**config.mk**
```make
export PLATFORM = sky130hd
export DESIGN_NAME = segments_scan_pwm
export DESIGN_NICKNAME = d
export VERILOG_FILES = /design/src/rtl/segments_scan_pwm.sv
export SDC_FILE = /design/constraint.sdc
export NUM_CORES = 1
export LEC_CHECK = 0
export CAP_MARGIN = 20
export CORE_ASPECT_RATIO = 0.6
export CORE_UTILIZATION = 40
export DETAILED_ROUTE_END_ITERATION = 7
export HOLD_SLACK_MARGIN = 0.06
export PLACE_DENSITY = 0.65
export SLEW_MARGIN = 20
export SYNTH_ARGS = -nofsm -noshare
export SYNTH_HDL_FRONTEND = slang
export SYNTH_SLANG_ARGS = --single-unit
```
**constraint.sdc**
```tcl
create_clock -name clk -period 2.05 [get_ports clk]
set_input_delay 0.3075 -clock clk [delete_from_list [all_inputs] [get_ports clk]]
set_output_delay 0.3075 -clock clk [all_outputs]
set_load 0.05 [all_outputs]
```
**src/rtl/segments_scan_pwm.sv**
```systemverilog
// Multiplexed segment scanner: per-digit dwell, enable mask, PWM brightness and frame snapshotting.
// Optional macro SEGSCAN_GHOST_BLANK_EN adds BLANK_CYCLES dead cycles at the start of every slot.
module segments_scan_pwm #(
    parameter int NUM_DIGITS   = 6,
    parameter int SEG_WIDTH    = 15,
    parameter int DWELL_LOG2   = 4,
    parameter int BRIGHT_W     = 2,
    parameter int BLANK_CYCLES = 2,
    localparam int IDX_W       = (NUM_DIGITS > 1) ? $clog2(NUM_DIGITS) : 1
) (
    input  logic                            clk,
    input  logic                            rst_n,
    input  logic [NUM_DIGITS*SEG_WIDTH-1:0] digits,
    input  logic [NUM_DIGITS-1:0]           digit_en,
    input  logic [BRIGHT_W-1:0]             brightness,
    output logic [NUM_DIGITS-1:0]           column,
    output logic [SEG_WIDTH-1:0]            segments,
    output logic                            frame_start,
    output logic [IDX_W-1:0]                scan_idx
);

    if (DWELL_LOG2 < BRIGHT_W || BLANK_CYCLES >= (1 << DWELL_LOG2)) begin : g_bad_cfg
        $error("segments_scan_pwm: invalid DWELL_LOG2/BRIGHT_W/BLANK_CYCLES combination");
    end

    logic [IDX_W-1:0]      idx_p0;
    logic [DWELL_LOG2-1:0] cnt_p0;
    logic [IDX_W-1:0]      idx_p1;
    logic [DWELL_LOG2-1:0] cnt_p1;
    logic                  vld_p1;

    logic [SEG_WIDTH-1:0]  snap_dig [NUM_DIGITS];
    logic [NUM_DIGITS-1:0] snap_en;
    logic [BRIGHT_W-1:0]   snap_bright;

    logic                  frame_edge;
    logic [SEG_WIDTH-1:0]  sel_seg;
    logic                  sel_en;
    logic [NUM_DIGITS-1:0] col_nx;
    logic                  lit;

    // Duty window: the top BRIGHT_W bits of the slot counter select which quarter (etc.) of the slot we are in.
    function automatic logic duty_on(input logic [DWELL_LOG2-1:0] c, input logic [BRIGHT_W-1:0] b);
`ifdef SEGSCAN_GHOST_BLANK_EN
        return (c[DWELL_LOG2-1 -: BRIGHT_W] <= b) && (c >= DWELL_LOG2'(BLANK_CYCLES));
`else
        return (c[DWELL_LOG2-1 -: BRIGHT_W] <= b);
`endif
    endfunction

    assign frame_edge = (idx_p0 == '0) && (cnt_p0 == '0);

    // Stage 0: scan state
    always_ff @(posedge clk or negedge rst_n) begin
        if (!rst_n) begin
            idx_p0 <= '0;
            cnt_p0 <= '0;
        end else begin
            cnt_p0 <= cnt_p0 + DWELL_LOG2'(1);
            if (cnt_p0 == '1)
                idx_p0 <= (idx_p0 == IDX_W'(NUM_DIGITS - 1)) ? '0 : idx_p0 + IDX_W'(1);
        end
    end

    // Stage 1: delayed scan state and frame snapshot
    always_ff @(posedge clk or negedge rst_n) begin
        if (!rst_n) begin
            idx_p1      <= '0;
            cnt_p1      <= '0;
            vld_p1      <= 1'b0;
            snap_en     <= '0;
            snap_bright <= '0;
            for (int i = 0; i < NUM_DIGITS; i++) snap_dig[i] <= '0;
        end else begin
            idx_p1 <= idx_p0;
            cnt_p1 <= cnt_p0;
            vld_p1 <= 1'b1;
            if (frame_edge) begin
                snap_en     <= digit_en;
                snap_bright <= brightness;
                for (int i = 0; i < NUM_DIGITS; i++)
                    snap_dig[i] <= digits[i*SEG_WIDTH +: SEG_WIDTH];
            end
        end
    end

    always_comb begin
        sel_seg = '0;
        sel_en  = 1'b0;
        col_nx  = '0;
        for (int i = 0; i < NUM_DIGITS; i++) begin
            if (idx_p1 == IDX_W'(i)) begin
                sel_seg                  = snap_dig[i];
                sel_en                   = snap_en[i];
                col_nx[NUM_DIGITS-1-i]   = 1'b1;
            end
        end
        lit = vld_p1 && sel_en && duty_on(cnt_p1, snap_bright);
    end

    // Stage 2: registered outputs; vld_p1 keeps the first post-reset cycle quiet
    always_ff @(posedge clk or negedge rst_n) begin
        if (!rst_n) begin
            column      <= '0;
            segments    <= '0;
            frame_start <= 1'b0;
            scan_idx    <= '0;
        end else begin
            column      <= lit ? col_nx : '0;
            segments    <= lit ? sel_seg : '0;
            frame_start <= vld_p1 && (idx_p1 == '0) && (cnt_p1 == '0);
            scan_idx    <= idx_p1;
        end
    end

endmodule

```
==> flow_metrics.tcl, run 1 <==
set metrics [dict create \
    status "completed" \
    yosysTopAreaCellShare_pct 58.8 \
    relSlewSlack_pct 62.7 \
    wirelength_um 13800 \
    fin_setup_tns_ns 0 \
    cp.required_ns 1.74 \
    synth_area_leader_cell "dfrtp_1" \
    fmax_mhz 521 \
    drc 0 \
    critPathMaxFanout 1 \
    cp-end-kind "primary output" \
    ys_ff_latch 138 \
    clock_latency_ns 0.42 \
    antenna_left 0 \
    io_pins 125 \
    path_delay_family "buffers and inverters" \
    cpMaxStageDelayCell "clkdlybuf4s50_1" \
    critPathKind "flop to primary output" \
    insertedDiodeCount 0 \
    hpwlAfterDp_um 9660 \
    cts_tree "built" \
    layout_commonest_cell "dfrtp_1" \
    arrival_ns 1.61 \
    grt_pass1_vias 3970 \
    num_rows 33 \
    die_h_um 95.8 \
    yosysSeqAreaShare_pct 58.8 \
    drt_iter0_drc 174 \
    p_leak_nw 3.39 \
    finalWeightedCongestion 0.758 \
    mostFrequentLayoutCells "136 x dfrtp_1, 123 x clkdlybuf4s50_1, 79 x mux2_2, 36 x nor2_1, 32 x mux2i_1" \
    finalCritPeriodShare_pct 93.7 \
    core_area_sq_um 14000 \
    wl_per_cell_um 18.3 \
    maxSlewViolCount 0 \
    fp.dieArea_sq_um 15200 \
    crit_path_max_incr_delay_ns 0.83 \
    ys_warn_count 0 \
    ys_types 33 \
    syn_area_per_cell_sq_um 14.1 \
    grt.overflow.total 0 \
    ys_top_cells_by_area "dfrtp_1 59%, mux2_2 15%, mux2i_1 5.5%" \
    rsz0062_at_grt "no" \
    area_growth_pct 36.0 \
    syn_area_sq_um 5870 \
    finalCriticalPeriod_ns 1.92 \
    clkTransAtPathRegs_ns 0.06 \
    clock_sinks 138 \
    pwr_density_cell_nw_per_um2 795 \
    start_kind "flop" \
    fp.dieW_um 158 \
    hold_path.class "input pin to asynchronous set/reset pin" \
    grt_usage_pct 19.7 \
    cts_buffer_depth 2 \
    worst_slew_pin_slew_ns 0.557 \
    firstDrtPassIters 4 \
    grt_start_max_net_pins 45 \
    port_buffers 124 \
    grt_pass1_wl_um 21700 \
    crit_chain "clkdlybuf4s50_1" \
    finalInstanceArea_sq_um 7980 \
    cts-buffers-inserted 17 \
    cts_setup_buffers 0 \
    synthesis.nets 520 \
    fin_skew_ns 0.0116 \
    synthCells 416 \
    cts_root_buf "clkbuf_16" \
    peakVddDrop_v 0.000350 \
    crit_buf_inv 1 \
    num_vias 3745 \
    drv_cap 0 \
    dpl_cell_area_sq_um 7400 \
    fin_nets 653 \
    antenna_found_initial 0 \
    start_util_pct 41.9 \
    finalHoldViolations 0 \
    vias_per_cell 4.97 \
    setup_viol 0 \
    drive_gt1_share_pct 28.8 \
    htreeDepth 4 \
]
## Yosys cell counts (all sizes together)
| cell | number |
|---|---|
| nand2 | 5 |
| nor3 | 3 |
| o22ai | 2 |
| nand2b | 2 |
| mux2i | 32 |
| buf | 19 |
| xor2 | 1 |
| o21ai | 2 |
| nand3 | 2 |
| dfrtp | 138 |
| nor4b | 3 |
| inv | 5 |
| nand3b | 1 |
| clkbuf | 8 |
| nor2b | 3 |
| nor2 | 36 |
| nor3b | 1 |
| a21oi | 13 |
| xnor2 | 2 |
| nor4 | 2 |
| nand4 | 1 |
| o2111ai | 1 |
| a211oi | 29 |
| ha | 4 |
| conb | 1 |
| and3 | 1 |
| mux2 | 99 |
## through the flow
stage          power [mW]  worst slack, ns  instances  utilization, %  hold WS, ns
2_1_floorplan        3.10            0.412        416               -       0.0119
4_1_cts              6.42            0.116        754            57.0        0.393
5_1_grt              6.59           0.0948        754            57.0        0.402
3_5_place_dp         3.43            0.245        721            52.8        0.250
6_report             6.35            0.129        754            57.0        0.385
3_3_place_gp         3.41            0.294        721            52.8        0.247
## cell families (layout without fill, tap and decap cells)
| kind of cell | after synthesis | in the layout | share of synthesized area (%) |
|---|---|---|---|
| DFF | 138 | 138 | 58.8 |
| muxes | 131 | 131 | 25.7 |
| and+or+nand+nor | 60 | 60 | 5.03 |
| AOI/OAI and AO/OA | 47 | 47 | 6.03 |
| buffers and inverters | 32 | 178 | 3.01 |
| adders and majority gates | 4 | 4 | 0.853 |
| xor gates and xnor gates | 3 | 3 | 0.448 |
| other | 1 | 1 | 0.0639 |
## final timing paths
kind | from | end | slack (ns) | cells past startpoint
setup / recovery | column[5] | column[5] | 0.13 | 1
hold / removal | rst_n | snap_dig[29] | 0.38 | 2
setup reg to reg | idx_p1[2] | column[3] | 0.20 | 5
hold reg to reg | idx_p0[1] | idx_p1[1] | 0.42 | 0
max in group asynchronous | rst_n | segments[4] | 1.03 | 3
min in group clk | idx_p0[1] | idx_p1[1] | 0.42 | 0
## registers in the layout, indices dropped and copies added, names as in the netlist
name and flops:
idx_p1 3, frame_start 1, vld_p1 1, column 6, scan_idx 3, cnt_p0 4, snap_en 6, snap_bright 2
idx_p0 3, cnt_p1 4, segments 15, snap_dig 90
## layout make-up
type	count	area (sq um)
fillers	1131	6010
multi-input cells	246	2260
well taps	192	240
repair buffers	141	1440
inverters	5	18.8
clock buffers	19	433
clock inverters	13	144
flip-flops and latches	138	3460
## power by group
part           switching [mW]  leakage [nW]  total [mW]  internal [mW]
Combinational           0.189          1.45       0.487          0.298
Sequential             0.0558          1.66        2.89           2.83
Clock                    1.17         0.271        2.97           1.80
Total                    1.42          3.39        6.35           4.93
## timing repair
item	4_1_cts	5_1_grt
hold buffers	1	0
endpoints found under the hold margin	36	0
gates resized for setup	0	0
## metal layers
layer  global-route usage [%]  vias to the layer above  part of all wire [%]  routed length (um)
li1                         -                     1748                     -                   -
met1                     27.9                     1881                    51                7060
met2                     28.8                       98                    42                5790
met3                     5.85                       18                   5.5                 757
met4                     6.81                        0                   1.3                 183
met5                        0                        -                     0                   0
No activity file was read; power rests on OpenSTA's default activity.
==> run 2, diff against run 1 <==
==> constraint.sdc (replaced) <==
create_clock -name clk -period 2.05 [get_ports clk]
set_input_delay 0.41 -clock clk [delete_from_list [all_inputs] [get_ports clk]]
set_output_delay 0.41 -clock clk [all_outputs]
set_load 0.05 [all_outputs]
==> flow_metrics.tcl, run 2 (same netlist as run 1, synthesis figures left out) <==
set metrics [dict create \
    arrival_ns 1.58 \
    htreeDepth 4 \
    port_buffers 124 \
    finalCriticalPeriod_ns 1.99 \
    p_total_mw 6.57 \
    setup_viol 0 \
    crit_chain "clkdlybuf4s50_1" \
    r2r-end "column[5]" \
    status "completed" \
    critPathMaxFanout 1 \
    drv_cap 0 \
    comb_power_share_pct 7.4 \
    crit_buf_inv 1 \
    r2r_start "cnt_p1[3]" \
    nFillCells 1111 \
    p_int_mw 5.18 \
    num_rows 33 \
    area_growth_pct 36.4 \
    start_kind "flop" \
    crit_end "segments[5]" \
    cts_buffer_depth 2 \
    antenna_left 0 \
    cp-end-kind "primary output" \
    drive_gt1_share_pct 28.7 \
    cts_setup_buffers 0 \
    hold_path.class "flop to flop" \
    switchingPower_mw 1.38 \
    crit_path_max_incr_delay_ns 0.84 \
    cpMaxStageDelayCell "clkdlybuf4s50_1" \
    grt_pass1_wl_um 21300 \
    cts_root_buf "clkbuf_16" \
    io_pins 125 \
    largest_register_ffs 90 \
    fin_skew_ns 0.00939 \
    cts_tree "built" \
    rsz0062_at_grt "no" \
    firstDrtPassIters 4 \
    fin_nets 652 \
    start_util_pct 41.9 \
    grt_start_max_net_pins 56 \
    fmax_mhz 504 \
    pwr_density_cell_nw_per_um2 820 \
    crit_start "segments[5]" \
    mostFrequentLayoutCells "136 x dfrtp_1, 122 x clkdlybuf4s50_1, 79 x mux2_2, 36 x nor2_1, 32 x mux2i_1" \
    worst_slew_pin_slew_ns 0.565 \
    antenna_found_initial 2 \
    worst-path-stages 1 \
    critPathKind "flop to primary output" \
    drc 0 \
    drt_iter0_drc 203 \
    reg_top3 "snap_dig: 90 flops, segments: 15 flops" \
    reg2reg_slack_ns 0.18 \
    num_vias 3781 \
    cp.required_ns 1.64 \
    grt.overflow.total 0 \
    p_leak_nw 3.42 \
    fp.dieArea_sq_um 15200 \
    cts-buffers-inserted 17 \
    finalHoldViolations 0 \
    clock_sinks 138 \
    wl_per_cell_um 17.9 \
    fin_setup_tns_ns 0 \
    die_h_um 95.8 \
    p_sw_share_pct 21.1 \
    relSlewSlack_pct 62.2 \
    maxSlewViolCount 0 \
    worstRegToRegCells 6 \
    hpwlAfterDp_um 9510 \
    finalWeightedCongestion 0.790 \
    layout_commonest_cell "dfrtp_1" \
    clock_latency_ns 0.41 \
    grt_pass1_vias 4004 \
    grt_usage_pct 19.3 \
    peakVddDrop_v 0.000503 \
    vias_per_cell 5.01 \
    fp.dieW_um 158 \
    finalCritPeriodShare_pct 96.9 \
    path_delay_family "buffers and inverters" \
    clkTransAtPathRegs_ns 0.06 \
    worstHoldPathCells 0 \
    wirelength_um 13500 \
    core_area_sq_um 14000 \
    p_seq_share_pct 44.0 \
    clkPwrFrac_pct 48.6 \
    largest_register "snap_dig" \
]
## run 2: how the worst min path moves through the flow
stage               startpoint          end  slack [ns]
floorplan                rst_n    cnt_p0[0]        0.11
global placement         rst_n  scan_idx[1]        0.37
detailed placement       rst_n  scan_idx[1]        0.37
CTS                  idx_p0[2]    idx_p1[2]        0.41
global route         idx_p0[2]    idx_p1[2]        0.42
finish               idx_p0[2]    idx_p1[2]        0.41
## run 2: metrics by stage
stage	std cells	cell area, sq um	util [%]	hold WS [ns]	setup WS (ns)
after floorplan	416	5870	-	0.114	0.412
after global placement	720	7360	52.6	0.369	0.267
after detailed placement	720	7360	52.6	0.366	0.208
after CTS	753	8000	57.1	0.411	0.0318
after global routing	753	8000	57.2	0.421	0.00164
final	755	8010	57.2	0.412	0.0642
## run 2: power by group through the flow
stage | clock [mW] | combinational [mW] | sequential, mW
5_1_grt | 3.39 | 0.524 | 2.90
6_report | 3.19 | 0.484 | 2.89
3_5_place_dp | 0 | 0.488 | 2.94
4_1_cts | 3.26 | 0.493 | 2.89
2_1_floorplan | 0 | 0.146 | 2.95
3_3_place_gp | 0 | 0.481 | 2.93
## run 2: per-layer routing
| metal | GRT usage [%] | wire (um) | vias to the layer above |
|---|---|---|---|
| met1 | 27.3 | 6710 | 1901 |
| li1 | - | - | 1749 |
| met5 | 0 | 13 | - |
| met2 | 27.2 | 5730 | 113 |
| met3 | 6.71 | 920 | 16 |
| met4 | 7.05 | 142 | 2 |
## run 2: cell type report
cell class / count / area, sq um / share of cell area (%)
tap: 192 / 240 / 3.00
sequential: 138 / 3460 / 43.2
antenna: 2 / 5.00 / 0.0625
multi-input combinational: 246 / 2260 / 28.2
clock inverter: 9 / 136 / 1.70
clock buffer: 23 / 488 / 6.10
timing repair buffer: 140 / 1410 / 17.6
inverter: 5 / 18.8 / 0.234
## run 2: timing repair
| action | CTS | global route |
|---|---|---|
| hold buffers | 1 | 0 |
| resized for setup | 0 | 1 |
| endpoints found under the setup margin | 0 | 1 |
| hold endpoints to repair | 42 | 0 |
==> run 3, diff against run 2 <==
PLACE_DENSITY = 0.68   (was 0.65)
==> flow_metrics.tcl, run 3 (same netlist as run 1, synthesis figures left out) <==
set metrics [dict create \
    layout_setup_ws_ns 0.0614 \
    min_from "idx_p0[1]" \
    reg_top3 "snap_dig: 90 flops, segments: 15 flops" \
    worstHoldPathCells 0 \
    clkTransAtPathRegs_ns 0.06 \
    finalCritPeriodShare_pct 97.0 \
    cp-end-kind "primary output" \
    cpMaxStageDelayCell "clkdlybuf4s50_1" \
    area_growth_pct 35.6 \
    grt_start_max_net_pins 63 \
    p_leak_nw 3.40 \
    fin_skew_ns 0.00929 \
    multi_input_area_sq_um 2260 \
    cts_buffer_depth 2 \
    path_delay_family "buffers and inverters" \
    cts_setup_buffers 0 \
    rsz0062_at_grt "no" \
    fmax_mhz 503 \
    p_sw_share_pct 23.4 \
    largest_register "snap_dig" \
    critPathKind "flop to primary output" \
    peakVddDrop_v 0.000466 \
    crit_path_max_incr_delay_ns 0.84 \
    num_vias 3751 \
    num_rows 33 \
    firstDrtPassIters 4 \
    crit_buf_inv 1 \
    worst-path-stages 1 \
    grt_use_met3_pct 7.52 \
    io_pins 125 \
    worstRegToRegCells 6 \
    htreeDepth 4 \
    fp.dieArea_sq_um 15200 \
    grt.overflow.total 0 \
    die_h_um 95.8 \
    crit_chain "clkdlybuf4s50_1" \
    wl_per_cell_um 17.7 \
    cts_root_buf "clkbuf_16" \
    met1_usage_pct 25.4 \
    clkPwrFrac_pct 46.4 \
    drc 0 \
    grt_usage_pct 19.2 \
    hold_path.class "flop to flop" \
    worst_slew_pin_slew_ns 0.568 \
    mostFrequentLayoutCells "136 x dfrtp_1, 122 x clkdlybuf4s50_1, 79 x mux2_2, 36 x nor2_1, 32 x mux2i_1" \
    hpwlAfterDp_um 9440 \
    p_int_mw 4.82 \
    r2r-end "snap_dig[42]" \
    drv_cap 0 \
    fin_nets 654 \
    met2_usage_pct 29.1 \
    min_to "idx_p1[1]" \
    port_buffers 124 \
    comb_power_share_pct 7.7 \
    drt_iter0_drc 168 \
    grt_pass1_wl_um 21200 \
    cp.required_ns 1.64 \
    r2r_start "cnt_p0[0]" \
    cts-buffers-inserted 17 \
    grt_pass1_vias 4019 \
    pwr_density_cell_nw_per_um2 790 \
    relSlewSlack_pct 62.1 \
    p_seq_share_pct 45.9 \
    drive_gt1_share_pct 29.3 \
    wirelength_um 13400 \
    finalHoldViolations 0 \
    finalCriticalPeriod_ns 1.99 \
    start_kind "flop" \
    clock_sinks 138 \
    setup_viol 0 \
    core_area_sq_um 14000 \
    cts_tree "built" \
    vias_per_cell 4.96 \
    start_util_pct 41.9 \
    antenna_left 0 \
    critPathMaxFanout 1 \
    arrival_ns 1.58 \
    fin_setup_tns_ns 0 \
    nFillCells 1125 \
    fp.dieW_um 158 \
    busiest_layer "met2" \
    finalWeightedCongestion 0.757 \
    reg2reg_slack_ns 0.22 \
    switchingPower_mw 1.47 \
    maxSlewViolCount 0 \
    antenna_found_initial 4 \
    largest_register_ffs 90 \
    clock_latency_ns 0.41 \
    status "completed" \
    layout_commonest_cell "dfrtp_1" \
    seq_area_sq_um 3460 \
    pre_cts_slack_ns 0.227 \
]
==> run 3: cell count changes in the layout (fill, tap and decap cells not counted), sizes merged <==
cell      delta
buf          +2
bufinv       -2
clkbuf       -6
clkinv       +1
clkinvlp     +2
inv          +5
==> run 3: final cells by class <==
class                   instances  share of cell area (%)
diodes                          2                  0.0629
clock buffers                  17                    5.34
clock inverters                15                    1.76
inverters                       5                   0.236
multi-input cells             246                    28.3
flip-flops and latches        138                    43.4
well taps                     192                    3.02
repair buffers                142                    17.8
==> run 3: worst max path at each step <==
stage	start	endpoint	slack, ns
floorplan	cnt_p0[0]	snap_dig[42]	0.41
global placement	cnt_p0[0]	snap_dig[55]	0.30
detailed placement	cnt_p0[0]	snap_dig[62]	0.23
CTS	segments[11]	segments[11]	0.03
global route	segments[0]	segments[0]	0.02
finish	segments[1]	segments[1]	0.06
==> run 3: through the flow <==
| stage | total power [mW] | util (%) | area (sq um) | hold slack, ns | cells |
|---|---|---|---|---|---|
| 2_1_floorplan | 3.10 | - | 5870 | 0.114 | 416 |
| 3_3_place_gp | 3.41 | 52.7 | 7380 | 0.358 | 722 |
| 3_5_place_dp | 3.42 | 52.7 | 7380 | 0.363 | 722 |
| 4_1_cts | 6.36 | 56.8 | 7950 | 0.439 | 755 |
| 5_1_grt | 6.52 | 56.8 | 7960 | 0.452 | 755 |
| 6_report | 6.29 | 56.9 | 7960 | 0.441 | 757 |
==> run 3: repair_timing <==
| action | CTS | global route |
|---|---|---|
| gates resized for setup | 0 | 1 |
| endpoints found under the setup margin | 0 | 1 |
| hold endpoints to repair | 42 | 0 |
| hold buffers | 1 | 0 |
==> run 3: layer usage <==
metal	wire length [um]	vias to the layer above	share of wire (%)
met4	168	4	1.3
met5	26	-	0.19
met3	915	18	6.8
met1	6510	1891	49
li1	-	1746	-
met2	5800	92	43
==> run 3: power groups by stage <==
stage / clock network, mW / logic (mW) / registers, mW
3_5_place_dp: 0 / 0.486 / 2.94
4_1_cts: 2.98 / 0.490 / 2.89
5_1_grt: 3.11 / 0.520 / 2.90
6_report: 2.92 / 0.481 / 2.89
3_3_place_gp: 0 / 0.477 / 2.93
2_1_floorplan: 0 / 0.146 / 2.95
==> run 3: worst reg2reg max path, stage by stage, from the launching register on <==
cell and delay (ns):
dfrtp_1 0.42, inv_1 0.10, ha_1 0.15, nor4b_2 0.29, nand2_4 0.20, buf_12 0.24
mux2_4 0.33
